==> config.mk <==
export PLATFORM = sky130hd
export DESIGN_NAME = bin_to_digit_scan
export DESIGN_NICKNAME = d
export VERILOG_FILES = /design/src/rtl/bin_to_digit_scan_pkg.sv /design/src/rtl/bin_to_bcd.sv /design/src/rtl/bin_to_digit_scan.sv
export SDC_FILE = /design/constraint.sdc
export NUM_CORES = 1
export LEC_CHECK = 0
export CAP_MARGIN = 20
export CORE_AREA = 2 2 102 104
export DETAILED_ROUTE_END_ITERATION = 10
export DIE_AREA = 0 0 104 106
export SYNTH_ARGS = -nofsm -noshare
export SYNTH_HDL_FRONTEND = slang
export SYNTH_SLANG_ARGS = --single-unit
export TNS_END_PERCENT = 1
==> constraint.sdc <==
create_clock -name clk -period 6.79 [get_ports clk]
set_input_delay 0.679 -clock clk [delete_from_list [all_inputs] [get_ports clk]]
set_output_delay 0.679 -clock clk [all_outputs]
set_load 0.02 [all_outputs]
==> src/rtl/bin_to_digit_scan_pkg.sv <==
// Shared constants and types for the binary-to-digit scan display path.
// Also reused by the seven-segment decoder.
package bin_to_digit_scan_pkg;

    localparam int NUM_DIGITS  = 4;
    localparam int BCD_W       = 4;
    localparam int BIN_W       = 14;
    localparam int MAX_DISPLAY = 9999;
    localparam int DISP_W      = NUM_DIGITS * BCD_W;

    typedef enum logic {
        IDLE,
        CONVERT
    } state_t;

    function automatic logic [BIN_W-1:0] saturate(
        input logic [BIN_W-1:0] v
    );
        if (v > BIN_W'(MAX_DISPLAY))
            return BIN_W'(MAX_DISPLAY);
        return v;
    endfunction

endpackage

==> src/rtl/bin_to_bcd.sv <==
// Iterative shift-add-3 converter, one iteration per clock.
// done pulses combinationally during the last iteration with bcd valid.
module bin_to_bcd
    import bin_to_digit_scan_pkg::*;
(
    input  logic              clk,
    input  logic              rst,
    input  logic              start,
    input  logic [BIN_W-1:0]  bin,
    output logic              done,
    output logic [DISP_W-1:0] bcd,
    output logic              ovf
);

    logic [BIN_W-1:0]  bin_q;
    logic [BIN_W-1:0]  bin_n;
    logic [DISP_W-1:0] bcd_q;
    logic [DISP_W-1:0] bcd_n;
    logic [DISP_W-1:0] adj;
    logic [3:0]        cnt;
    logic              running;
    logic              ovf_q;

    always_comb begin
        adj = bcd_q;
        for (int i = 0; i < NUM_DIGITS; i++) begin
            if (bcd_q[i*BCD_W +: BCD_W] >= 4'd5)
                adj[i*BCD_W +: BCD_W] = bcd_q[i*BCD_W +: BCD_W] + 4'd3;
        end
        bcd_n = {adj[DISP_W-2:0], bin_q[BIN_W-1]};
        bin_n = {bin_q[BIN_W-2:0], 1'b0};
    end

    assign done = running && (cnt == 4'(BIN_W - 1));
    assign bcd  = bcd_n;
    assign ovf  = ovf_q;

    always_ff @(posedge clk or posedge rst) begin
        if (rst) begin
            bin_q   <= '0;
            bcd_q   <= '0;
            cnt     <= '0;
            running <= 1'b0;
            ovf_q   <= 1'b0;
        end else if (start) begin
            bin_q   <= saturate(bin);
            ovf_q   <= (bin > BIN_W'(MAX_DISPLAY));
            bcd_q   <= '0;
            cnt     <= '0;
            running <= 1'b1;
        end else if (running) begin
            bin_q <= bin_n;
            bcd_q <= bcd_n;
            cnt   <= cnt + 4'd1;
            if (done)
                running <= 1'b0;
        end
    end

endmodule

==> src/rtl/bin_to_digit_scan.sv <==
// Converts a binary reading to four BCD digits and time-multiplexes them
// onto an active-low digit-select bus for a registered segment decoder.
module bin_to_digit_scan
    import bin_to_digit_scan_pkg::*;
#(
    parameter int REFRESH_DIV = 50000
) (
    input  logic             clk,
    input  logic             rst,
    input  logic [BIN_W-1:0] value,
    input  logic             load,
    output logic             busy,
    output logic             ovf,
    output logic [BCD_W-1:0] digit_value,
    output logic [3:0]       digit_sel
);

    localparam int CNT_W = $clog2(REFRESH_DIV);

    state_t            state;
    state_t            state_n;
    logic              start;
    logic              done;
    logic [DISP_W-1:0] bcd;
    logic              cvt_ovf;
    logic [DISP_W-1:0] display;
    logic [CNT_W-1:0]  scan_cnt;
    logic [1:0]        idx;
    logic [1:0]        idx_d;

    assign start = (state == IDLE) && load;

    bin_to_bcd u_cvt (
        .clk   (clk),
        .rst   (rst),
        .start (start),
        .bin   (value),
        .done  (done),
        .bcd   (bcd),
        .ovf   (cvt_ovf)
    );

    always_comb begin
        state_n = state;
        unique case (state)
            IDLE:    if (load) state_n = CONVERT;
            CONVERT: if (done) state_n = IDLE;
            default: state_n = IDLE;
        endcase
    end

    always_ff @(posedge clk or posedge rst) begin
        if (rst) begin
            state   <= IDLE;
            busy    <= 1'b0;
            ovf     <= 1'b0;
            display <= '0;
        end else begin
            state <= state_n;
            busy  <= (state_n == CONVERT);
            // Whole result lands at once so the scan never shows a partial value.
            if (done) begin
                display <= bcd;
                ovf     <= cvt_ovf;
            end
        end
    end

    // Select lags value by one cycle to line up with the decoder register.
    always_ff @(posedge clk or posedge rst) begin
        if (rst) begin
            scan_cnt    <= '0;
            idx         <= '0;
            idx_d       <= '0;
            digit_value <= '0;
            digit_sel   <= 4'b1111;
        end else begin
            if (scan_cnt == CNT_W'(REFRESH_DIV - 1)) begin
                scan_cnt <= '0;
                idx      <= idx + 2'd1;
            end else begin
                scan_cnt <= scan_cnt + 1'b1;
            end
            idx_d       <= idx;
            digit_value <= display[{idx, 2'b00} +: BCD_W];
            digit_sel   <= ~(4'b0001 << idx_d);
        end
    end

endmodule

==> results.ini <==
[run_status]
outcome = complete, no violations

[sta]
period_share = 0.336
slew_headroom = 0.342
setup_viol = 0
whs_ps = 429
clock_skew_ps = 12.7
drv_slew = 0
hold_viol = 0
timing.fmax_mhz = 438
fin_crit_ps = 2280
rsz0062_at_grt = false
worstMarginPinSlew_ps = 987
tns_ps = 0

[grt]
grt_usage = 0.141
first_global_vias = 2563
grt_first_pass_wirelength_mm = 12.4
grt_max_degree = 83
gr-total-overflow = 0
antenna_found_initial = 0

[drt]
routed_wl_mm = 7.12
firstDrtPassIters = 6
vias = 2678
viasPerCell = 4.93
drt_iter0_markers = 119
drc = 0
drtAntennaViolNets = 0
routedWlPerCell_um = 13.1

[power]
power.share.clock = 0.235
power_uw = 1870
power_density_mw_per_mm2 = 408
power.ir.vdd_worst_mv = 0.153
switching_power_uw = 649
seqPwrFrac = 0.436
power.leakage_uw = 0.00206
sw_frac_of_total = 0.347
p_int_uw = 1220
combPwrFrac = 0.329

[synth]
yosysTopAreaCell = dfrtp_1
syn_area_sq_mm = 0.00390
synthFlopType = dfrtp_1
ys_ff_latch = 82
synth_commonest_cells = dfrtp_1 (78), nand2_1 (49), o21ai_0 (31), nor2_1 (29)
yosysMostFrequentCell = dfrtp_1
synth_warnings = 0
synthCells = 380
synth-seq-area-share = 0.528
synth_nets = 408
syn_avg_cell_area_sq_um = 10.3
async_flop_share = 1.00
synth_area_leaders = dfrtp_1 (50%), nand2_1 (4.7%), o21ai_0 (4.0%), mux2i_1 (3.6%), ha_1 (3.5%)
yosysUniqueCellTypes = 38
synth_edf_count = 0
yosysTopAreaCellShare = 0.501

[finish]
nFillCells = 956
register_area_sq_mm = 0.00206
layout-drive-gt1-share = 0.0909
num_antenna_cells = 0
fin_nets = 430
multi_input_area_sq_mm = 0.00173
utilization = 0.458
area_growth_pct = 17.6
fin_cells = 543

[worst_setup_path]
critical_path.cell_chain = clkdlybuf4s50_1, nor4_1, nor2_1, o311ai_1, a22oi_1
rr_startpoint = u_cvt.running
reg2regPathDepth = 3
path_delay_family = compound AO/OA/AOI/OAI gates
critical-path-max-stage-delay_ps = 760
worstPathBufferInverterCount = 1
worstSetupPathType = input port to register
critical_path.startpoint_type = input port
critPathSlowestCell = o311ai_1
endpoint = u_cvt.bin_q[10]
ff2ff_setup_slack_ps = 4740
cp_num_cells = 5
arrival_ps = 2490
path_max_fanout = 8
required_ps = 6990
worstSetupEndpointType = register
timing.rr.end = display[0]
critPathLaunch = value[6]

[cts]
clk_pin_slew_ps = 80
cts_hold_buf = 0
cts_tree = built
clock_path_buffers = 2
cts_root_buf = clkbuf_8
cts_htree_levels = 3
clk_latency_ps = 360
postCtsResizedCells = 0
cts_made_buffers = 9
cts_setup_buffers = 0
cts_num_sinks = 82

[floorplan]
die_x_um = 104
die_area_sq_mm = 0.0110
io_pins = 27
start_util = 0.390
die_y_um = 106
coreArea_sq_mm = 0.0100
rows = 37

[flow_run]
cap_viol_max_count = 0

[placed_design]
dpl.hpwl_mm = 4.77
place.gp.congestion = 0.722
dp.cells = 526
port_buffers = 26

[hold_path]
hold_path.class = register to register

-- worst reg2reg max path, cell delays in order, from the launching register on --
cell	delay [ps]
dfrtp_2	1010
nand4_1	330
buf_4	310
mux2_2	300
-- metal layers --
metal  GRT usage  vias up  share of wire
met4      0.0695        0          0.015
met3      0.0313       10          0.034
met5           0        -              0
met1       0.191     1255           0.49
li1            -     1369              -
met2       0.216       44           0.46
-- area by class of cell --
type / instances / share of cell area
Clock buffer: 12 / 0.0338
Multi-Input combinational cell: 267 / 0.377
Tap cell: 136 / 0.0371
Sequential cell: 82 / 0.449
Timing Repair Buffer: 30 / 0.0721
Clock inverter: 4 / 0.0213
Inverter: 12 / 0.0101
-- power groups by stage --
| stage | Clock (uW) | Sequential [uW] | Combinational (uW) |
|---|---|---|---|
| finish | 440 | 816 | 616 |
| global route | 471 | 844 | 717 |
| CTS | 451 | 817 | 623 |
| detailed placement | 0 | 826 | 620 |
| global placement | 0 | 822 | 597 |
| floorplan | 0 | 757 | 508 |
-- kinds of logic (layout without fill, tap and decap cells) --
logic type / count (synthesis) / in the layout / synth area share
flip-flops: 82 / 82 / 0.528
XOR/XNOR: 22 / 22 / 0.0494
buffers and inverters: 31 / 58 / 0.0302
AND/OR/NAND/NOR: 144 / 144 / 0.186
multiplexers: 20 / 20 / 0.0648
AO/OA/AOI/OAI: 70 / 70 / 0.107
adder cells (fa/ha/maj): 11 / 11 / 0.0353
-- worst min-delay path by stage --
stage / startpoint / endpoint / cells past startpoint
2_1_floorplan: idx[0] / idx_d[0] / 0
3_3_place_gp: idx_d[0] / digit_sel[3] / 1
3_5_place_dp: idx_d[0] / digit_sel[3] / 1
4_1_cts: idx_d[0] / digit_sel[3] / 1
5_1_grt: idx_d[0] / digit_sel[3] / 1
6_report: idx_d[1] / digit_sel[3] / 1
-- registers in the layout, summed over array words and instances, names as in the netlist --
signal	count
digit_sel	4
digit_value	4
display	16
idx	2
idx_d	2
ovf	1
scan_cnt	16
state	1
u_cvt.bcd_q	16
u_cvt.bin_q	14
u_cvt.cnt	4
u_cvt.ovf	1
u_cvt.running	1
-- layout by cell type, fill, tap and decap left out, drive strengths merged --
master / count
clkinv: 1
xnor2: 15
nor2: 29
dfrtp: 78
buf: 4
dfstp: 4
bufinv: 3
nand2: 49
and2b: 1
nand3b: 3
mux2: 2
a211oi: 12
a2111oi: 4
or3b: 1
o21ai: 31
nand4: 5
and2: 4
nand4b: 2
mux4: 4
clkdlybuf4s50: 26
or3: 4
nor3: 7
nor2b: 8
mux2i: 14
clkinvlp: 1
or4b: 1
nor3b: 5
nor4: 5
o311ai: 1
or2: 1
nand3: 12
o31ai: 4
a22oi: 1
o311a: 1
ha: 11
xor2: 7
nand2b: 7
inv: 11
clkbuf: 12
a21oi: 16
-- per-stage QoR --
step	setup WS [ps]	instance area [sq um]
after global placement	3770	4280
final	4510	4580
after global routing	4360	4580
after floorplan	4010	3900
after detailed placement	4100	4300
after CTS	4470	4560
Note: power is estimated with default switching activity, not from simulation.
